===== config.mk =====
export PLATFORM = sky130hd
export DESIGN_NAME = alu_op_issue
export DESIGN_NICKNAME = d
export VERILOG_FILES = /design/src/rtl/alu_pkg.sv /design/src/rtl/alu_op_decode.sv /design/src/rtl/alu_op_issue.sv
export SDC_FILE = /design/constraint.sdc
export NUM_CORES = 1
export LEC_CHECK = 0
export BUFFER_PORTS_ARGS = -buffer_cell sky130_fd_sc_hd__buf_4
export CORE_ASPECT_RATIO = 0.75
export CORE_MARGIN = 10
export CORE_UTILIZATION = 52
export CTS_CLUSTER_DIAMETER = 30
export CTS_CLUSTER_SIZE = 14
export DETAILED_ROUTE_END_ITERATION = 12
export GPL_TIMING_DRIVEN = 0
export PLACE_DENSITY = 0.83
export SLEW_MARGIN = 15
export SYNTH_ARGS = -nofsm -noshare
export SYNTH_HDL_FRONTEND = slang
export SYNTH_SLANG_ARGS = --single-unit

===== constraint.sdc =====
create_clock -name clk -period 8.05 [get_ports clk]
set_clock_uncertainty 0.15 [all_clocks]
set_input_delay 0.4025 -clock clk [delete_from_list [all_inputs] [get_ports clk]]
set_output_delay 0.4025 -clock clk [all_outputs]
set_load 0.02 [all_outputs]

===== src/rtl/alu_pkg.sv =====
// Shared ALU package: operand/control widths, ALU control codes and the
// MIPS opcode/funct values decoded by the issue block (and used by the ALU).
package alu_pkg;

   localparam int DATA_W = 32;
   localparam int CTRL_W = 4;

   // ALU control codes
   localparam logic [CTRL_W-1:0] ALU_ADD = 4'b0000;
   localparam logic [CTRL_W-1:0] ALU_SUB = 4'b0010;
   localparam logic [CTRL_W-1:0] ALU_AND = 4'b0100;
   localparam logic [CTRL_W-1:0] ALU_OR  = 4'b0101;
   localparam logic [CTRL_W-1:0] ALU_NOR = 4'b0110;
   localparam logic [CTRL_W-1:0] ALU_XOR = 4'b0111;
   localparam logic [CTRL_W-1:0] ALU_SLL = 4'b1000;
   localparam logic [CTRL_W-1:0] ALU_SRA = 4'b1001;
   localparam logic [CTRL_W-1:0] ALU_SRL = 4'b1010;

   // Opcodes (instr[31:26])
   localparam logic [5:0] OP_RTYPE = 6'h00;
   localparam logic [5:0] OP_BEQ   = 6'h04;
   localparam logic [5:0] OP_BNE   = 6'h05;
   localparam logic [5:0] OP_ADDI  = 6'h08;
   localparam logic [5:0] OP_ADDIU = 6'h09;
   localparam logic [5:0] OP_ANDI  = 6'h0C;
   localparam logic [5:0] OP_ORI   = 6'h0D;
   localparam logic [5:0] OP_XORI  = 6'h0E;
   localparam logic [5:0] OP_LW    = 6'h23;
   localparam logic [5:0] OP_SW    = 6'h2B;

   // R-type funct codes (instr[5:0])
   localparam logic [5:0] FN_SLL  = 6'h00;
   localparam logic [5:0] FN_SRL  = 6'h02;
   localparam logic [5:0] FN_SRA  = 6'h03;
   localparam logic [5:0] FN_SLLV = 6'h04;
   localparam logic [5:0] FN_SRLV = 6'h06;
   localparam logic [5:0] FN_SRAV = 6'h07;
   localparam logic [5:0] FN_ADD  = 6'h20;
   localparam logic [5:0] FN_ADDU = 6'h21;
   localparam logic [5:0] FN_SUB  = 6'h22;
   localparam logic [5:0] FN_SUBU = 6'h23;
   localparam logic [5:0] FN_AND  = 6'h24;
   localparam logic [5:0] FN_OR   = 6'h25;
   localparam logic [5:0] FN_XOR  = 6'h26;
   localparam logic [5:0] FN_NOR  = 6'h27;

   // One decoded ALU operation as carried through the issue buffer
   typedef struct packed {
      logic [CTRL_W-1:0] control;
      logic [DATA_W-1:0] first;
      logic [DATA_W-1:0] second;
      logic              illegal;
   } alu_op_t;

endpackage


===== src/rtl/alu_op_decode.sv =====
// Pure combinational MIPS opcode/funct decoder producing the ALU control
// code and both operands. Unknown encodings decode to ADD with zero operands
// and the illegal flag set.
module alu_op_decode
   import alu_pkg::*;
(
   input  logic [5:0]        opcode,
   input  logic [5:0]        funct,
   input  logic [4:0]        shamt,
   input  logic [15:0]       imm16,
   input  logic [DATA_W-1:0] rs_val,
   input  logic [DATA_W-1:0] rt_val,
   output alu_op_t           op
);

   logic [DATA_W-1:0] imm_sext;
   logic [DATA_W-1:0] imm_zext;

   assign imm_sext = {{(DATA_W-16){imm16[15]}}, imm16};
   assign imm_zext = {{(DATA_W-16){1'b0}}, imm16};

   // Decode table; defaults describe the illegal-op result
   always_comb begin
      op.control = ALU_ADD;
      op.first   = '0;
      op.second  = '0;
      op.illegal = 1'b0;
      if (opcode == OP_RTYPE) begin
         case (funct)
            FN_ADD, FN_ADDU: begin op.control = ALU_ADD; op.first = rs_val; op.second = rt_val; end
            FN_SUB, FN_SUBU: begin op.control = ALU_SUB; op.first = rs_val; op.second = rt_val; end
            FN_AND:          begin op.control = ALU_AND; op.first = rs_val; op.second = rt_val; end
            FN_OR:           begin op.control = ALU_OR;  op.first = rs_val; op.second = rt_val; end
            FN_XOR:          begin op.control = ALU_XOR; op.first = rs_val; op.second = rt_val; end
            FN_NOR:          begin op.control = ALU_NOR; op.first = rs_val; op.second = rt_val; end
            FN_SLL:  begin op.control = ALU_SLL; op.first = rt_val; op.second = {{(DATA_W-5){1'b0}}, shamt}; end
            FN_SRL:  begin op.control = ALU_SRL; op.first = rt_val; op.second = {{(DATA_W-5){1'b0}}, shamt}; end
            FN_SRA:  begin op.control = ALU_SRA; op.first = rt_val; op.second = {{(DATA_W-5){1'b0}}, shamt}; end
            FN_SLLV: begin op.control = ALU_SLL; op.first = rt_val; op.second = {{(DATA_W-5){1'b0}}, rs_val[4:0]}; end
            FN_SRLV: begin op.control = ALU_SRL; op.first = rt_val; op.second = {{(DATA_W-5){1'b0}}, rs_val[4:0]}; end
            FN_SRAV: begin op.control = ALU_SRA; op.first = rt_val; op.second = {{(DATA_W-5){1'b0}}, rs_val[4:0]}; end
            default: op.illegal = 1'b1;
         endcase
      end else begin
         case (opcode)
            OP_ADDI, OP_ADDIU, OP_LW, OP_SW:
                            begin op.control = ALU_ADD; op.first = rs_val; op.second = imm_sext; end
            OP_ANDI:        begin op.control = ALU_AND; op.first = rs_val; op.second = imm_zext; end
            OP_ORI:         begin op.control = ALU_OR;  op.first = rs_val; op.second = imm_zext; end
            OP_XORI:        begin op.control = ALU_XOR; op.first = rs_val; op.second = imm_zext; end
            OP_BEQ, OP_BNE: begin op.control = ALU_SUB; op.first = rs_val; op.second = rt_val; end
            default:        op.illegal = 1'b1;
         endcase
      end
   end

endmodule


===== src/rtl/alu_op_issue.sv =====
// ALU op issue stage: decodes the ID-stage instruction and holds the result
// in a valid/ready register until EX accepts it. Latency is one cycle.
// Build option ALU_ISSUE_SKID_EN: adds a skid register so in_ready is a flop
// and does not depend combinationally on out_ready.
module alu_op_issue #(
   parameter int DATA_W = 32,
   parameter int CTRL_W = 4
) (
   input  logic              clk,
   input  logic              rst_n,
   input  logic              flush,
   input  logic              in_valid,
   output logic              in_ready,
   input  logic [5:0]        opcode,
   input  logic [5:0]        funct,
   input  logic [4:0]        shamt,
   input  logic [15:0]       imm16,
   input  logic [DATA_W-1:0] rs_val,
   input  logic [DATA_W-1:0] rt_val,
   output logic              out_valid,
   input  logic              out_ready,
   output logic [DATA_W-1:0] alu_first,
   output logic [DATA_W-1:0] alu_second,
   output logic [CTRL_W-1:0] alu_control,
   output logic              illegal
);

   import alu_pkg::*;

   alu_op_t dec_p0;
   alu_op_t main_op_p1;
   logic    vld_p1;
   logic    accept;
   logic    main_free;

   alu_op_decode u_decode (
      .opcode (opcode),
      .funct  (funct),
      .shamt  (shamt),
      .imm16  (imm16),
      .rs_val (rs_val),
      .rt_val (rt_val),
      .op     (dec_p0)
   );

   assign accept    = in_valid && in_ready;
   assign main_free = !vld_p1 || out_ready;

`ifdef ALU_ISSUE_SKID_EN
   alu_op_t skid_op_p1;
   logic    skid_vld_p1;
   logic    rdy_p1;

   assign in_ready = rdy_p1;

   // Valid bits and registered ready: main refills from skid first, skid
   // only captures when main is stalled
   always_ff @(posedge clk) begin
      if (!rst_n) begin
         vld_p1      <= 1'b0;
         skid_vld_p1 <= 1'b0;
         rdy_p1      <= 1'b0;
      end else if (flush) begin
         vld_p1      <= 1'b0;
         skid_vld_p1 <= 1'b0;
         rdy_p1      <= 1'b1;
      end else if (main_free) begin
         vld_p1      <= skid_vld_p1 || accept;
         skid_vld_p1 <= 1'b0;
         rdy_p1      <= 1'b1;
      end else if (accept) begin
         skid_vld_p1 <= 1'b1;
         rdy_p1      <= 1'b0;
      end
   end

   // Payload registers; contents only meaningful under their valid bits
   always_ff @(posedge clk) begin
      if (main_free)
         main_op_p1 <= skid_vld_p1 ? skid_op_p1 : dec_p0;
      if (!main_free && accept)
         skid_op_p1 <= dec_p0;
   end
`else
   assign in_ready = rst_n && main_free;

   // Valid bit of the single output register
   always_ff @(posedge clk) begin
      if (!rst_n)
         vld_p1 <= 1'b0;
      else if (flush)
         vld_p1 <= 1'b0;
      else if (main_free)
         vld_p1 <= accept;
   end

   // Payload register; held while the output is stalled
   always_ff @(posedge clk) begin
      if (main_free)
         main_op_p1 <= dec_p0;
   end
`endif

   // Output stage: payload forced to zero whenever no op is presented
   assign out_valid   = vld_p1;
   assign alu_first   = vld_p1 ? main_op_p1.first   : '0;
   assign alu_second  = vld_p1 ? main_op_p1.second  : '0;
   assign alu_control = vld_p1 ? main_op_p1.control : '0;
   assign illegal     = vld_p1 ? main_op_p1.illegal : 1'b0;

endmodule


**Word-level counts from Yosys, hierarchy flattened**

Cells that the tools add are included.

- Bits in registers: 70
- Input port bits: 102
- Output and inout port bits: 71

- Equality and inequality tests: 22
- Multiplexer cells: 9
- Bitwise gates (word level): 1
- Reduce and logical (&&, ||, !) cells: 13

Operators with widths:

| operator | count |
|---|---|
| $pmux 68 s12 | 1 |
| $pmux 67 s5 | 1 |
| $mux 69 | 1 |
| $mux 32 | 2 |
| $eq 6x6->1 const B | 10 |
| $eq 6x3->1 const B | 5 |
| $eq 6x4->1 const B | 5 |
| $reduce_or 14->1 | 1 |
| $eq 6x2->1 const B | 2 |
| $logic_not 6->1 | 2 |
| $reduce_or 9->1 | 1 |
| $reduce_or 2->1 | 4 |
| $mux 4 | 1 |
| $reduce_or 4->1 | 1 |
| $mux 1 | 3 |
| $logic_and 1x1->1 | 2 |
| $logic_not 1->1 | 1 |
| $logic_or 1x1->1 | 1 |
| $not 1->1 | 1 |

**Logic depth before layout (Yosys ltp)**

- Word-level depth: 4
- Depth in mapped cells: 7
- Depth with buffers taken out: 4

**Modules after synthesis**

From an unflattened synthesis, not the netlist that was laid out.

- Cells, all modules: 331
- Area total of the unflattened synthesis: 4,007.6 sq um

By module, submodules not included:

| module | times used | cells each | area each (sq um) | seq. area each (sq um) |
|---|---|---|---|---|
| alu_op_issue | 1 | 151 | 2,595.0 | 2,092.0 |
| alu_op_decode | 1 | 180 | 1,412.6 | 0.0 |

**Worst setup path after synthesis**

OpenSTA, ideal clock, no wires.

- Kind: input to output
- Start: input port out_ready
- End: output port in_ready
- Arrival: 2,543 ps
- Path slack: 4,955 ps
- Stages: 2
- Path buffers: 0
- Cells stage by stage: nand2b_1 -> and2_1

- Cells in the longest elaborated chain, start to end: 2

RTL lines:

| what | line | source |
|---|---|---|
| from (decl) | alu_op_issue.sv:21 | `input logic out_ready,` |
| $logic_or 1x1->1 | alu_op_issue.sv:47 | `assign main_free = !vld_p1 \|\| out_ready;` |
| $logic_and 1x1->1 | alu_op_issue.sv:85 | `assign in_ready = rst_n && main_free;` |
| to (decl) | alu_op_issue.sv:13 | `output logic in_ready,` |

Every way passes these cells.

**Worst setup path in the final report**

- Start: register vld_p1 (netlist: out_valid)
- End: output port alu_control[0]

- Cells in the longest elaborated chain, start to end: 1

RTL lines:

| what | line | source |
|---|---|---|
| from (decl) | alu_op_issue.sv:32 | `logic vld_p1;` |
| from (signal assigned) | alu_op_issue.sv:94 | `vld_p1 <= accept;` |
| $mux 4 | alu_op_issue.sv:108 | `assign alu_control = vld_p1 ? main_op_p1.control : '0;` |
| to (decl) | alu_op_issue.sv:24 | `output logic [CTRL_W-1:0] alu_control,` |

Every way passes these cells.

==> flow_summary.ini <==
[floorplan]
initial_core_util_pct = 53.40
core_area_mm2 = 0.007365
dieArea_mm2 = 0.01148
ios = 173
die_h_um = 95.31
core.rowCount = 27
die_x_um = 120.4

[setup_path]
cp_slowest_cell = dfxtp_1
worstSetupStartpointType = register
slowest_delay_ns = 0.54
arrival_ns = 1.98
crit_top_cell = clkbuf_1
end_kind = primary output
critical_path_required_ns = 7.50
path_cells = clkbuf_1 > clkbuf_1 > and2_1 > buf_4
cp_max_fo = 10
path_class = register to primary output

[grt]
grt_overflow = 0
track_usage_pct = 21.01
grt_pass1_wl_mm = 18.87
grt_pass1_vias = 3563
antenna_found_initial = 0
grt_max_degree = 56

[pwr]
p_seq_share_pct = 50.0
p_sw_mw = 0.1947
swShare_pct = 22.89
leakage_nw = 2.686
power_frac_comb_pct = 13.1
vdd_ir_drop_max_mv = 0.1078
p_per_area_mw_per_mm2 = 152.4
internal-power_mw = 0.6559
pwr-share-clk_pct = 36.9

[run]
cap_violations = 0

[sta]
hold_viol_final = 0
period_share_pct = 31.42
worst_pin_slew_ns = 0.8184
setup-tns-final_ns = 0
fmax_mhz = 395.4
rsz0062_at_grt = no
relSlewSlack_pct = 45.02
setup_viol = 0
drv_slew = 0
fin_crit_ns = 2.529

[route]
drc = 0
vias_per_cell = 5.625
drtPass1Iterations = 5
wl_mm = 12.60
wl_per_cell_um = 20.65
vias = 3431
ant_nets = 0
first_iter_violations = 230

[clock_tree]
clock_path_buffers = 2
cts_tree = done
cts_num_sinks = 70
hold_buffers = 0
clk_latency_ns = 0.34
ctsResizeCount = 0
clkSlewWorstSetupHoldPaths_ns = 0.08
cts_buffers = 9
cts_max_level = 3
clockRootBuffer = clkbuf_8
cts_setup_buffers = 0

[synth]
yosysWarningCount = 0
yosys.area.top_type_share_pct = 52.69
seq_area_frac_synth_pct = 53.20
synth_commonest_cells = 75 x and2_1, 69 x edfxtp_1, 37 x a221o_1
ys_async_sr_fraction_pct = 0
synth_cell_types = 35
netlist_area_mm2 = 0.003933
synth_area_leader_cell = edfxtp_1
synthTopCellsByArea = edfxtp_1 53%, and2_1 12%, a221o_1 9.4%, o21a_1 6.3%, a21o_1 3.1%
synth.most_common_cell = and2_1
synth_edf_count = 69
netlist_instances = 323
synth_nets = 425
ys_ff_latch = 70
syn_avg_cell_area_um2 = 12.17
synth_flop_cell = edfxtp_1

[cells_and_area]
drive_gt1_share_pct = 41.26
area_growth_pct = 41.97
diodes = 0
fin_nets = 606
fill_cells = 535
finish.instance_area_mm2 = 0.005583

[place]
port_buffers = 169
place_area_mm2 = 0.005363
place.gp.congestion = 0.8289
dp_hpwl_mm = 9.702

[run_status]
status = complete, no violations

[worst_hold_path]
min_path_type = input port to register
[placed cells by master, fill, tap and decap left out, types with 2 or more instances in the layout]
| cell type | count |
|---|---|
| a21o_1 | 16 |
| a21oi_1 | 2 |
| a221o_1 | 37 |
| a22o_1 | 12 |
| a32o_1 | 4 |
| and2_1 | 75 |
| buf_2 | 3 |
| buf_4 | 175 |
| buf_6 | 6 |
| bufinv_16 | 2 |
| clkbuf_1 | 15 |
| clkbuf_8 | 9 |
| clkinvlp_4 | 2 |
| edfxtp_1 | 69 |
| inv_1 | 4 |
| inv_6 | 2 |
| mux2_2 | 5 |
| nand2_1 | 4 |
| nand2b_1 | 4 |
| nor2_1 | 4 |
| nor3_1 | 2 |
| o211a_1 | 2 |
| o21a_1 | 33 |
| o21ai_0 | 2 |
| o21ai_1 | 2 |
| or2_1 | 2 |
[per-layer routing]
layer	global-route usage [%]	part of all wire (%)
met5	0	0
met4	6.914	2.2
met3	7.084	9.8
met2	34.32	47
met1	25.87	41
[cell type report]
type	count	area [µm²]	share of cell area [%]
Buffer	31	187.7	3.362
Sequential cell	70	2092	37.47
Clock inverter	7	96.34	1.726
Tap cell	101	126.4	2.264
Inverter	4	15.01	0.2689
Clock buffer	9	123.9	2.219
Multi-Input combinational cell	218	1645	29.47
Timing Repair Buffer	170	1296	23.22
[cell families after synthesis]
logic type	Yosys count	synth area share, %
AO/OA/AOI/OAI	112	24.21
XOR/XNOR	1	0.2228
buffers and inverters	35	5.154
flip-flops	70	53.20
multiplexers	6	1.686
AND/OR/NAND/NOR	99	15.53
[power by group through the flow]
| stage | clock network (mW) | logic (mW) | registers [mW] |
|---|---|---|---|
| 5_1_grt | 0.331 | 0.119 | 0.427 |
| 3_5_place_dp | 0 | 0.110 | 0.434 |
| 2_1_floorplan | 0 | 0.0459 | 0.432 |
| 4_1_cts | 0.317 | 0.111 | 0.425 |
| 3_3_place_gp | 0 | 0.106 | 0.433 |
| 6_report | 0.314 | 0.111 | 0.425 |
[stage by stage]
stage / setup slack, ns / hold WS [ns] / utilization [%] / cells / total power [mW]
final: 5.521 / 0.1512 / 75.81 / 610 / 0.8506
after global routing: 5.346 / 0.1562 / 75.81 / 610 / 0.8772
after CTS: 5.478 / 0.1340 / 75.81 / 610 / 0.8533
after detailed placement: 5.617 / 0.5033 / 72.82 / 594 / 0.5439
after global placement: 4.176 / 0.5029 / 72.34 / 593 / 0.5393
after floorplan: 4.955 / 0.3778 / - / 323 / 0.4781
[state kept, by name, indices dropped and copies added, names as in the netlist]
| name | cells |
|---|---|
| out_valid | 1 |
| main_op_p1 | 69 |
[critical path, delay by kind of cell, from the launching register on]
kind | cells | cell delay [ns]
buffers and inverters | 3 | 0.89
DFF | 1 | 0.54
and+or+nand+nor | 1 | 0.20
[final timing paths]
path | startpoint | slack (ns) | endpoint | cells after the start
setup / recovery | out_valid | 5.52 | alu_control[0] | 4
hold / removal | flush | 0.15 | out_valid | 3
hold reg to reg | out_valid | 0.72 | out_valid | 2
setup reg to reg | out_valid | 6.51 | main_op_p1[34] | 2
No activity file was read; power rests on OpenSTA's default activity.
